**src/rtl/pc_fetch_sequencer.sv**
```systemverilog
// Fetch-stage sequencer: drives PC load/select, IF/ID hold/flush and ID/EX bubble
// for branch squash, load-use stall and halt, with saturating flush/stall counters.
module pc_fetch_sequencer #(
  parameter int FLUSH_CYCLES = 2,
  parameter int LOAD_STALL   = 1,
  parameter int CNT_W        = 32
) (
  input  logic             clk,
  input  logic             reset,
  input  logic             br_taken,
  input  logic [63:0]      br_target,
  input  logic             stall_req,
  input  logic             halt_req,
  output logic             pc_wr_en,
  output logic             pc_sel,
  output logic [63:0]      pc_taken,
  output logic             ifid_wr_en,
  output logic             flush_ifid,
  output logic             bubble_idex,
  output logic             halted,
  output logic [CNT_W-1:0] flush_cnt,
  output logic [CNT_W-1:0] stall_cnt,
  output logic [1:0]       dbg_state
);

  typedef enum logic [1:0] {
    S_RUN   = 2'd0,
    S_FLUSH = 2'd1,
    S_STALL = 2'd2,
    S_HALT  = 2'd3
  } state_t;

  localparam int CMAX = (FLUSH_CYCLES > LOAD_STALL) ? FLUSH_CYCLES : LOAD_STALL;
  localparam int CW   = (CMAX < 2) ? 1 : $clog2(CMAX);

  state_t        state, state_n;
  logic [CW-1:0] cnt, cnt_n;
  logic          flush_inc, stall_inc;

  // State register and saturating performance counters.
  always_ff @(posedge clk) begin
    if (reset) begin
      state     <= S_RUN;
      cnt       <= '0;
      flush_cnt <= '0;
      stall_cnt <= '0;
    end else begin
      state <= state_n;
      cnt   <= cnt_n;
      if (flush_inc && (flush_cnt != {CNT_W{1'b1}}))
        flush_cnt <= flush_cnt + CNT_W'(1);
      if (stall_inc && (stall_cnt != {CNT_W{1'b1}}))
        stall_cnt <= stall_cnt + CNT_W'(1);
    end
  end

  // The request cycle itself is the first squashed/held cycle, so FLUSH/STALL
  // run for the remaining N-1 cycles and leave when cnt decrements to zero.
  always_comb begin
    state_n = state;
    cnt_n   = cnt;
    case (state)
      S_RUN: begin
        if (br_taken) begin
          if (FLUSH_CYCLES > 1) begin
            state_n = S_FLUSH;
            cnt_n   = CW'(FLUSH_CYCLES - 1);
          end
        end else if (halt_req) begin
          state_n = S_HALT;
        end else if (stall_req) begin
          if (LOAD_STALL > 1) begin
            state_n = S_STALL;
            cnt_n   = CW'(LOAD_STALL - 1);
          end
        end
      end
      S_FLUSH, S_STALL: begin
        if (cnt <= CW'(1)) begin
          state_n = S_RUN;
          cnt_n   = '0;
        end else begin
          cnt_n = cnt - CW'(1);
        end
      end
      S_HALT:  state_n = S_HALT;
      default: state_n = S_RUN;
    endcase
  end

  always_comb begin
    pc_wr_en    = 1'b0;
    pc_sel      = 1'b0;
    ifid_wr_en  = 1'b0;
    flush_ifid  = 1'b0;
    bubble_idex = 1'b0;
    halted      = 1'b0;
    if (reset) begin
      flush_ifid  = 1'b1;
      bubble_idex = 1'b1;
    end else begin
      case (state)
        S_RUN: begin
          if (br_taken) begin
            pc_wr_en    = 1'b1;
            pc_sel      = 1'b1;
            ifid_wr_en  = 1'b1;
            flush_ifid  = 1'b1;
            bubble_idex = 1'b1;
          end else if (halt_req || stall_req) begin
            bubble_idex = 1'b1;
          end else begin
            pc_wr_en   = 1'b1;
            ifid_wr_en = 1'b1;
          end
        end
        S_FLUSH: begin
          pc_wr_en    = 1'b1;
          ifid_wr_en  = 1'b1;
          flush_ifid  = 1'b1;
          bubble_idex = 1'b1;
        end
        S_STALL: bubble_idex = 1'b1;
        S_HALT: begin
          bubble_idex = 1'b1;
          halted      = 1'b1;
        end
        default: ;
      endcase
    end
  end

  assign pc_taken  = br_target;
  assign dbg_state = state;
  assign flush_inc = !reset && flush_ifid;
  assign stall_inc = !reset && !pc_wr_en && ((state == S_RUN) || (state == S_STALL));

endmodule
```
**config.mk**
```make
export PLATFORM = sky130hd
export DESIGN_NAME = pc_fetch_sequencer
export DESIGN_NICKNAME = d
export VERILOG_FILES = /design/src/rtl/pc_fetch_sequencer.sv
export SDC_FILE = /design/constraint.sdc
export NUM_CORES = 1
export LEC_CHECK = 0
export ABC_AREA = 1
export BUFFER_PORTS_ARGS = -buffer_cell sky130_fd_sc_hd__buf_2
export CORE_MARGIN = 4
export CORE_UTILIZATION = 45
export DETAILED_ROUTE_END_ITERATION = 12
export PLACE_DENSITY = 0.77
export SYNTH_ARGS = -nofsm -noshare
export SYNTH_HDL_FRONTEND = slang
export SYNTH_SLANG_ARGS = --single-unit
```
**constraint.sdc**
```tcl
create_clock -name clk -period 2.3 [get_ports clk]
set_input_delay 0.46 -clock clk [delete_from_list [all_inputs] [get_ports clk]]
set_output_delay 0.46 -clock clk [all_outputs]
set_load 0.01 [all_outputs]
```
# Word-level counts from Yosys, hierarchy flattened
# Cells that the tools add are included.
[word_totals]
reg_bits = 67
elab_cells = 53
in_bits = 69
out_inout_bits = 136
[classes]
magnitude_cmp = 1
eq_ne = 8
reduce_logical = 15
n_mux = 22
n_addsub = 3
[op_table]
columns = ["operator", "n"]
rows = [
  ["32-bit by 1-bit adder with 32-bit output (second input constant)", 2],
  ["32-bit inequality test (second input constant)", 2],
  ["1-bit 2-to-1 mux", 14],
  ["1-bit one-hot mux with 2 select lines", 4],
  ["2-bit 2-to-1 mux", 3],
  ["2-bit one-hot mux with 3 select lines", 1],
  ["1-bit logical AND", 5],
  ["2-bit equality test (second input constant)", 2],
  ["2-bit inequality test (second input constant)", 2],
  ["2-bit AND reduction", 2],
  ["3-bit inequality test (second input constant)", 1],
  ["3-bit OR reduction", 1],
  ["2-bit by 1-bit equality test with 1-bit output (second input constant)", 1],
  ["1-bit logical NOT", 2],
  ["2-bit logical NOT", 1],
  ["1-bit logical OR", 2],
  ["2-bit nonzero test", 1],
  ["2-bit OR reduction", 1],
  ["1-bit <= comparator (second input constant)", 1],
  ["1-bit subtractor (second input constant)", 1],
]

# Logic depth before layout (Yosys ltp)
# Gate-level depths: netlist of run 1.
[depth]
ltp_word = 9
ltp_mapped = 11
depth_no_buf = 11

# Least setup slack after synthesis of run 1
# Ideal clock, no wire load.
[synth_timing]
path_type = "flip-flop to flip-flop"
startpoint = "reg state[0] (netlist: dbg_state[0])"
endpoint = "reg stall_cnt[28]"
synth_period_minus_slack_ns = 1.838
path_buffers = 0
setup_time_ns = 0.115
arrival_ns = 1.723
stages_incl_launch_ff = 11
required_ns = 2.185
path_slack_ns = 0.462
cell_sequence = "dfxtp_1 inv_1 ha_1 a21oi_2 nand2_1 nor2_4 nand2_1 nor2_1 nand3_1 nand2_1 nor2_1"
[synth_between]
elab_chain_cells = 7
elab_cells_between_ends = 10
classes_between = "2 x eq/ne; 2 x mux; 6 x reduce/logical"
[synth_rtl]
columns = ["item", "line_no", "text"]
rows = [
  ["from (decl)", "36", "state_t state, state_n;"],
  ["from (signal assigned)", "48", "state <= state_n;"],
  ["2-bit by 1-bit equality test with 1-bit output or 2-bit logical NOT (tied branches)", "102, 136", ""],
  ["1-bit one-hot mux with 2 select lines", "102", "case (state)"],
  ["1-bit 2-to-1 mux", "98", "if (reset) begin"],
  ["1-bit logical NOT", "136", "assign stall_inc = !reset && !pc_wr_en && ((state == S_RUN) || (state == S_STALL));"],
  ["1-bit logical AND", "136", ""],
  ["1-bit logical AND (*)", "136", ""],
  ["1-bit logical AND (*)", "52", "if (stall_inc && (stall_cnt != {CNT_W{1'b1}}))"],
  ["to (signal assigned)", "53", "stall_cnt <= stall_cnt + CNT_W'(1);"],
  ["to (decl)", "22", "output logic [CNT_W-1:0] stall_cnt,"],
]
# Every way passes the cells marked *; elsewhere a longest branch is shown, timed or not.
# A chain may end at the register's enable or synchronous reset.

# Worst setup path in the final report of run 1
[layout_timing]
startpoint = "reg state[0] (netlist: dbg_state[0])"
endpoint = "out pc_wr_en"
[layout_between]
elab_chain_cells = 3
elab_cells_between_ends = 4
classes_between = "1 x eq/ne; 2 x mux; 1 x reduce/logical"
[layout_rtl]
columns = ["item", "line_no", "text"]
rows = [
  ["2-bit by 1-bit equality test with 1-bit output or 2-bit logical NOT (tied branches)", "102", ""],
  ["1-bit one-hot mux with 2 select lines (*)", "102", ""],
  ["1-bit 2-to-1 mux (*)", "98", ""],
  ["to (decl)", "14", "output logic pc_wr_en,"],
]
# Marked as above.

==> reports/qor.csv, run 1 <==
metric,value,unit
port bufs,76,
P_int,1.812,mW
count of distinct cell types in the synthesized netlist,28,
Antenna Diode Count,0,
starting density of the core,46.50,%
die height,111.5,microns
setup repair after global routing missed its margin,no,
sequential power share,47.7,%
relative slew slack,60.79,%
area added between synthesis and finish,4.593,%
Core Footprint,10370,sq um
switching part of the total power,25.98,%
power density over the cells,485.5,nW/um^2
cell taking the most area after synthesis,sky130_fd_sc_hd__dfxtp_1,
# Max-Cap Violations,0,
Max H-tree Level,3,
worst-path fanout max,4,
fraction of final layout cells with drive strength greater than 1,17.92,%
fraction of the cycle the final worst path needs,88.94,%
number of buffers added by the clock tree synthesis step,9,
post-DR vias/cell,4.849,
total negative setup slack,0,ns
Post-DP HPWL,8344,microns
cell area after synthesis,4822,sq um
final number of hold-violating endpoints,0,
post-detailed-placement cell area,4820,sq um
maximum vdd drop,0.3577,mV
Crit path arrival time,1.59,ns
CTS tree,done,
slew at the pin closest to its max-slew limit,0.5882,ns
number of antenna violations at the first check in global routing,0,
wire length after detailed routing,11260,microns
number of optimization iterations in the first detailed-route pass,5,
number of hold buffers added after cts,0,
"Setup violations, final",0,
global route overflow,0,
register area share after synthesis,27.40,%
CP Data Required Time,1.84,ns
Sink Count,66,
initial drt markers,264,
final-layout fill cell count,1100,
fraction of power consumed by combinational cells,10.3,%
Critical Path Start Type,flip-flop,
"antenna viol nets, final",0,
Clock Power Share,42.0,%
Skew-Pair Late Insertion Delay,0.36,ns
die boundary width,111.5,microns
number of vias in the routed layout,4476,
Die Footprint,12440,sq um
number of nets at the end of the flow,859,
maximum number of pins on one net before global-route repair,47,
leading post-synthesis cells by cell area,"sky130_fd_sc_hd__dfxtp_1, sky130_fd_sc_hd__nand2_1, sky130_fd_sc_hd__buf_4",
warnings from Yosys,0,
maximum number of buffers from clock root to sink,2,
clock skew,0.007683,ns
DRC Markers,0,
fin area,5044,sq um
status,"finished, final reports clean",
Post-Synthesis Net Count,846,
critical path endpoint category,output pin,
number of global-route vias before repair,4172,
Ports,205,
worst hold path type,input port to flip-flop,
Slew Limit Fails,0,
routed wire length per instance,12.20,microns
wire length of the first global-routing pass,18930,microns
number of synthesized register bits,66,
Syn Area/Cell,6.263,sq um
top-area cell type share of the netlist area,27.40,%
total power,2.449,mW
routability congestion estimate from global placement,0.8728,
Clock Pin Slew Worst Setup and Hold Paths,0.07,ns
buffer type at the clock tree root,sky130_fd_sc_hd__clkbuf_8,
startpoint-to-endpoint class of the critical path,flip-flop to output pin,
All-Layer GR Usage,18.16,%
total net switching power,0.6362,mW
number of cells produced by synthesis,770,
leakage power of the design,2.064,nW
site row count,37,
Highest Clock Rate,488.8,MHz
"Min Clock Period, post-route",2.046,ns
[cell type report]
| type | count | area, sq um | share of cell area (%) |
|---|---|---|---|
| clock inverters | 2 | 35.03 | 0.6946 |
| flip-flops and latches | 66 | 1321 | 26.20 |
| inverters | 63 | 244.0 | 4.838 |
| well taps | 136 | 170.2 | 3.374 |
| multi-input cells | 558 | 2644 | 52.42 |
| clock buffers | 13 | 168.9 | 3.349 |
| repair buffers | 85 | 460.4 | 9.129 |
[power groups by stage]
| stage | Sequential (mW) | Clock [mW] | Combinational, mW |
|---|---|---|---|
| detailed placement | 1.19 | 0 | 0.246 |
| global placement | 1.19 | 0 | 0.242 |
| floorplan | 1.20 | 0 | 0.308 |
| finish | 1.17 | 1.03 | 0.251 |
| global route | 1.17 | 1.10 | 0.280 |
| CTS | 1.17 | 1.06 | 0.246 |
[flip-flops by register name (all words and copies together), names as in the netlist]
signal / cells
flush_cnt: 32
stall_cnt: 32
dbg_state: 2
[path summary, 6_finish.rpt]
| kind | cells past startpoint | slack, ns | endpoint | startpoint |
|---|---|---|---|---|
| worst max register to register | 9 | 0.25 | stall_cnt[11]$_SDFFE_PP0P_ | dbg_state[0]$_SDFFE_PP0P_ |
| worst max-delay path | 5 | 0.25 | pc_wr_en | dbg_state[0]$_SDFFE_PP0P_ |
| worst min register to register | 2 | 0.50 | stall_cnt[3]$_SDFFE_PP0P_ | stall_cnt[3]$_SDFFE_PP0P_ |
| worst min-delay path | 2 | 0.36 | dbg_state[1]$_SDFFE_PP0P_ | br_taken |
[through the flow]
step | util (%) | hold WS, ns | cells | worst slack (ns)
finish | 48.64 | 0.3629 | 923 | 0.2543
global route | 48.64 | 0.3675 | 923 | 0.01393
CTS | 48.44 | 0.3475 | 921 | 0.1728
detailed placement | 46.48 | 0.4952 | 906 | 0.2065
global placement | 46.48 | 0.4934 | 906 | 0.2827
floorplan | - | 0.5122 | 770 | 0.4623
[worst max-delay path: stages, from the launching register on]
cell,delay (ns)
sky130_fd_sc_hd__dfxtp_1,0.37
sky130_fd_sc_hd__inv_1,0.10
sky130_fd_sc_hd__ha_1,0.25
sky130_fd_sc_hd__a21oi_2,0.23
sky130_fd_sc_hd__a21oi_1,0.12
sky130_fd_sc_hd__buf_2,0.15
[Yosys cell counts]
library cell	count
sky130_fd_sc_hd__inv_4	1
sky130_fd_sc_hd__nand2_8	1
sky130_fd_sc_hd__inv_1	60
sky130_fd_sc_hd__nor2_4	4
sky130_fd_sc_hd__nor3_1	9
sky130_fd_sc_hd__xnor2_1	12
sky130_fd_sc_hd__xor2_1	17
sky130_fd_sc_hd__nand2_4	4
sky130_fd_sc_hd__a21oi_1	36
sky130_fd_sc_hd__nand3_1	33
sky130_fd_sc_hd__o31ai_1	1
sky130_fd_sc_hd__a21oi_2	11
sky130_fd_sc_hd__buf_4	65
sky130_fd_sc_hd__o21ai_1	1
sky130_fd_sc_hd__buf_2	2
sky130_fd_sc_hd__buf_8	2
sky130_fd_sc_hd__nand4_1	16
sky130_fd_sc_hd__inv_2	2
sky130_fd_sc_hd__nand2_1	257
sky130_fd_sc_hd__o21ai_0	6
sky130_fd_sc_hd__nor2_8	1
sky130_fd_sc_hd__nor2_1	124
sky130_fd_sc_hd__nand2_2	12
sky130_fd_sc_hd__nor2_2	6
sky130_fd_sc_hd__buf_6	5
sky130_fd_sc_hd__clkbuf_1	9
sky130_fd_sc_hd__ha_1	7
sky130_fd_sc_hd__dfxtp_1	66
[kinds of logic after synthesis]
family	count (synthesis)	synth area share, %
xor gates and xnor gates	29	5.267
and+or+nand+nor	467	41.13
DFF	66	27.40
buffers and inverters	146	17.77
AOI/OAI and AO/OA	55	6.616
adders and majority gates	7	1.816
[cell usage in the layout, fill, tap and decap left out, types with 2 or more instances in the layout]
master	netlist	layout
sky130_fd_sc_hd__ha_1	7	7
sky130_fd_sc_hd__clkbuf_8	0	12
sky130_fd_sc_hd__nor2_1	124	124
sky130_fd_sc_hd__a21oi_2	11	11
sky130_fd_sc_hd__nand2_4	4	4
sky130_fd_sc_hd__dfxtp_1	66	66
sky130_fd_sc_hd__nor2_4	4	4
sky130_fd_sc_hd__nor2_2	6	6
sky130_fd_sc_hd__xnor2_1	12	12
sky130_fd_sc_hd__nor3_1	9	9
sky130_fd_sc_hd__a21oi_1	36	36
sky130_fd_sc_hd__nand4_1	16	16
sky130_fd_sc_hd__o21ai_0	6	6
sky130_fd_sc_hd__buf_4	65	8
sky130_fd_sc_hd__inv_1	60	60
sky130_fd_sc_hd__buf_2	2	76
sky130_fd_sc_hd__nand2_1	257	257
sky130_fd_sc_hd__inv_2	2	2
sky130_fd_sc_hd__xor2_1	17	17
sky130_fd_sc_hd__nand2_2	12	12
sky130_fd_sc_hd__nand3_1	33	33
[repair_timing]
action	4_1_cts	5_1_grt
setup endpoints to repair	0	25
endpoints found under the hold margin	0	0
gates resized for setup	0	2
setup buffers	0	2
[metal layers]
layer	share of wire [%]	up-vias	GRT usage, %
li1	-	2343	-
met1	43	1966	20.99
met2	49	136	32.41
met3	6.7	31	5.978
met4	1.9	0	4.461
met5	0	-	0
(Power assumes the default switching activity.)
==> run 2, diff against run 1 <==
--- a/config.mk
+++ b/config.mk
@@ -5,12 +5,12 @@
 export SDC_FILE = /design/constraint.sdc
 export NUM_CORES = 1
 export LEC_CHECK = 0
-export ABC_AREA = 1
+export ABC_AREA = 0
 export BUFFER_PORTS_ARGS = -buffer_cell sky130_fd_sc_hd__buf_2
 export CORE_MARGIN = 4
 export CORE_UTILIZATION = 45
 export DETAILED_ROUTE_END_ITERATION = 12
-export PLACE_DENSITY = 0.77
+export PLACE_DENSITY = 0.81
 export SYNTH_ARGS = -nofsm -noshare
 export SYNTH_HDL_FRONTEND = slang
 export SYNTH_SLANG_ARGS = --single-unit
==> run 2 against run 1 <==
Compared with the run above:
- die area down 17%
- utilization up 5.8 points
- critical path depth up 5
- synthesized cell count down 38%
- clock-buffer cell count down 4
- clock skew up 0.0019 ns
- global-route usage up 0.77 points
- synthesized area down 18%
- setup slack worse by 0.17 ns
- wire length down 13%
- sequential cell count unchanged
==> reports/qor.csv, run 2 <==
metric,value,unit,change
status,"finished, final reports clean",,unchanged
fraction of final layout cells with drive strength greater than 1,30.96,%,was 17.92%
Sink Count,66,,unchanged
routed wire length per instance,15.44,microns,was 12.20 microns
final number of hold-violating endpoints,0,,unchanged
"commonest cells after routing, fill and taps aside","sky130_fd_sc_hd__buf_2, sky130_fd_sc_hd__dfxtp_1, sky130_fd_sc_hd__buf_4",,"was sky130_fd_sc_hd__nand2_1, sky130_fd_sc_hd__nor2_1, sky130_fd_sc_hd__buf_2"
area added between synthesis and finish,15.52,%,was 4.593%
clock skew,0.009594,ns,was 0.007683 ns
final worst-path setup slack,0.08905,ns,was 0.2543 ns
wire length of the first global-routing pass,16010,microns,"was 18,930 microns"
cell area after synthesis,3951,sq um,was 4822 sq um
# Max-Cap Violations,0,,unchanged
routability congestion estimate from global placement,0.8503,,was 0.8728
Max H-tree Level,3,,unchanged
global route overflow,0,,unchanged
setup repair after global routing missed its margin,yes,,was no
number of buffers added by the clock tree synthesis step,9,,unchanged
end of the critical path,stall_cnt[25]$_SDFFE_PP0P_,,was pc_wr_en
Die Footprint,10340,sq um,"was 12,440 sq um"
number of synthesized register bits,66,,unchanged
number of vias in the routed layout,3751,,"was 4,476"
critical path endpoint category,flip-flop,,was output pin
CP Data Required Time,2.58,ns,was 1.84 ns
share of synthesized flip-flops with an asynchronous set or reset,0,%,unchanged
met2 Use GR,33.20,%,was 32.41%
cell taking the most area after synthesis,sky130_fd_sc_hd__dfxtp_1,,unchanged
Post-synth top flop,sky130_fd_sc_hd__dfxtp_1,,unchanged
most frequently used cell type in the post-synthesis netlist,sky130_fd_sc_hd__dfxtp_1,,was sky130_fd_sc_hd__nand2_1
maximum number of pins on one net before global-route repair,56,,was 47
total net switching power,0.6114,mW,was 0.6362 mW
worst path cell trace,inv_2 > buf_4 > ha_1 > or4b_4 > o41ai_4 > buf_6 > nand4_1 > buf_6 > or3_1 > a21oi_2,,was inv_1 > ha_1 > a21oi_2 > a21oi_1 > buf_2
Worst path top cell family by delay,simple AND/OR/NAND/NOR gates,,was flip-flops
sequential power share,49.4,%,was 47.7%
die height,101.7,microns,was 111.5 microns
number of global-route vias before repair,3570,,"was 4,172"
"slowest stage delay, CP",0.47,ns,was 0.37 ns
slew at the pin closest to its max-slew limit,0.5363,ns,was 0.5882 ns
Clock Power Share,40.6,%,was 42.0%
register area share after synthesis,33.44,%,was 27.40%
Clock Pin Slew Worst Setup and Hold Paths,0.08,ns,was 0.07 ns
"antenna viol nets, final",0,,unchanged
Worst setup startpoint,dbg_state[0]$_SDFFE_PP0P_,,unchanged
All-Layer GR Usage,18.93,%,was 18.16%
port bufs,76,,unchanged
site row count,33,,was 37
met3 global-route usage,5.854,%,was 5.978%
Ports,205,,unchanged
CTS tree,done,,unchanged
Post-Synthesis Net Count,555,,was 846
reg2reg setup slack,0.09,ns,was 0.25 ns
r2r endpoint,stall_cnt[25]$_SDFFE_PP0P_,,was stall_cnt[11]$_SDFFE_PP0P_
buffer type at the clock tree root,sky130_fd_sc_hd__clkbuf_8,,unchanged
number of flops mapped to enable cells by yosys,0,,unchanged
Core Footprint,8382,sq um,"was 10,370 sq um"
Syn Area/Cell,8.249,sq um,was 6.263 sq um
Crit path arrival time,2.49,ns,was 1.59 ns
"Min Clock Period, post-route",2.211,ns,was 2.046 ns
wire length after detailed routing,9848,microns,"was 11,260 microns"
relative slew slack,64.13,%,was 60.79%
worst r2r src,dbg_state[0]$_SDFFE_PP0P_,,unchanged
worst hold slack,0.4740,ns,was 0.3629 ns
Antenna Diode Count,0,,unchanged
number of nets at the end of the flow,604,,was 859
warnings from Yosys,0,,unchanged
most common cell type on the critical path,sky130_fd_sc_hd__buf_6,,
number of optimization iterations in the first detailed-route pass,5,,unchanged
switching part of the total power,25.90,%,was 25.98%
leading post-synthesis cells by instance count,"sky130_fd_sc_hd__dfxtp_1, sky130_fd_sc_hd__buf_4, sky130_fd_sc_hd__a21oi_1",,"was sky130_fd_sc_hd__nand2_1, sky130_fd_sc_hd__nor2_1, sky130_fd_sc_hd__dfxtp_1"
number of cells produced by synthesis,479,,was 770
Highest Clock Rate,452.3,MHz,was 488.8 MHz
leakage power of the design,1.797,nW,was 2.064 nW
power density over the cells,517.2,nW/um^2,was 485.5 nW/um^2
worst-path fanout max,8,,was 4
P_int,1.750,mW,was 1.812 mW
initial drt markers,191,,was 264
fraction of the cycle the final worst path needs,96.13,%,was 88.94%
maximum vdd drop,0.3249,mV,was 0.3577 mV
top-area cell type share of the netlist area,33.44,%,was 27.40%
met1 GRT Util,21.23,%,was 20.99%
Skew-Pair Late Insertion Delay,0.34,ns,was 0.36 ns
count of distinct cell types in the synthesized netlist,52,,was 28
die boundary width,101.7,microns,was 111.5 microns
Post-DP HPWL,7049,microns,was 8344 microns
GR peak layer,met2,,unchanged
maximum number of buffers from clock root to sink,2,,unchanged
DRC Markers,0,,unchanged
fraction of power consumed by combinational cells,10.0,%,was 10.3%
"Setup violations, final",0,,unchanged
Post-Place Setup Slack,-0.03174,ns,was 0.2065 ns
count of cells along the worst register-to-register path,10,,was 9
Worst path depth,10,,was 5
count of buffering cells on the critical path with inverters included,4,,was 2
number of antenna violations at the first check in global routing,0,,unchanged
"most common cell after layout, fill and taps aside",sky130_fd_sc_hd__buf_2,,was sky130_fd_sc_hd__nand2_1
Critical Path Start Type,flip-flop,,unchanged
starting density of the core,47.14,%,was 46.50%
post-DR vias/cell,5.879,,was 4.849
startpoint-to-endpoint class of the critical path,flip-flop to flip-flop,,was flip-flop to output pin
Slew Limit Fails,0,,unchanged
worst hold path type,input port to flip-flop,,unchanged
leading post-synthesis cells by cell area,"sky130_fd_sc_hd__dfxtp_1, sky130_fd_sc_hd__buf_4, sky130_fd_sc_hd__a21oi_1",,"was sky130_fd_sc_hd__dfxtp_1, sky130_fd_sc_hd__nand2_1, sky130_fd_sc_hd__buf_4"
critical-path cell with the highest stage delay,sky130_fd_sc_hd__or4b_4,,was sky130_fd_sc_hd__dfxtp_1
==> run 2: cell types whose count changed in the layout (fill, tap and decap cells not counted), sizes merged, moves of 13 or more <==
cell,delta
nor2,-105
buf,+36
o21ai,+14
o31ai,+17
nor4,+13
inv,-53
or4,+17
nand2,-245
or3,+20
==> run 2: what timing repair did <==
item,4_1_cts,5_1_grt
endpoints found under the setup margin,9,37
hold buffers,0,0
buffers inserted,3,1
pin swaps,2,4
resized for setup,2,22
==> run 2: metrics by stage <==
stage                     instance area [sq um]  util [%]  power (mW)  cells  TNS, ns
after floorplan                            3970         -       1.425    479        0
after global placement                     4227     50.43       1.394    618        0
after detailed placement                   4227     50.43       1.403    618  -0.1850
after CTS                                  4446     53.04       2.367    637        0
after global routing                       4564     54.46       2.462    638  -0.1049
final                                      4564     54.46       2.361    638        0
==> run 2: worst min path at each step <==
stage	startpoint	to	cells after the start
floorplan	flush_cnt[28]$_SDFFE_PP0P_	flush_cnt[28]$_SDFFE_PP0P_	2
global placement	flush_cnt[28]$_SDFFE_PP0P_	flush_cnt[28]$_SDFFE_PP0P_	2
detailed placement	flush_cnt[31]$_SDFFE_PP0P_	flush_cnt[31]$_SDFFE_PP0P_	2
CTS	halt_req	dbg_state[0]$_SDFFE_PP0P_	3
global route	halt_req	dbg_state[0]$_SDFFE_PP0P_	3
finish	halt_req	dbg_state[0]$_SDFFE_PP0P_	3
==> run 2: logic make-up after synthesis <==
family | synth area share, %
AOI/OAI and AO/OA | 15.80
xor gates and xnor gates | 1.773
adders and majority gates | 2.216
buffers and inverters | 15.20
DFF | 33.44
muxes | 3.863
and+or+nand+nor | 27.71
==> run 2: worst reg2reg max path: stages, from the launching register on <==
cell,delay [ns]
sky130_fd_sc_hd__dfxtp_2,0.34
sky130_fd_sc_hd__inv_2,0.08
sky130_fd_sc_hd__buf_4,0.11
sky130_fd_sc_hd__ha_1,0.12
sky130_fd_sc_hd__or4b_4,0.47
sky130_fd_sc_hd__o41ai_4,0.07
sky130_fd_sc_hd__buf_6,0.20
sky130_fd_sc_hd__nand4_1,0.11
sky130_fd_sc_hd__buf_6,0.17
sky130_fd_sc_hd__or3_1,0.34
sky130_fd_sc_hd__a21oi_2,0.14
==> run 2: cell type report <==
| cell class | count | area [sq um] |
|---|---|---|
| Fill cell | 779 | 3817 |
| Multi-Input combinational cell | 320 | 2148 |
| Sequential cell | 66 | 1324 |
| Timing Repair Buffer | 121 | 729.5 |
| Tap cell | 105 | 131.4 |
| Clock buffer | 9 | 123.9 |
| Clock inverter | 7 | 70.07 |
| Inverter | 10 | 37.54 |
==> run 2: layer usage <==
layer / vias to the layer above / share of wire, %
met4: 0 / 2.1
met3: 38 / 7.8
met2: 137 / 50
li1: 1806 / -
met1: 1770 / 40
met5: - / 0
==> run 2: power groups by stage <==
stage / Clock, mW / Sequential [mW] / Combinational (mW)
5_1_grt: 1.03 / 1.17 / 0.260
3_3_place_gp: 0 / 1.19 / 0.204
3_5_place_dp: 0 / 1.19 / 0.212
4_1_cts: 0.986 / 1.16 / 0.217
2_1_floorplan: 0 / 1.20 / 0.225
6_report: 0.959 / 1.17 / 0.236
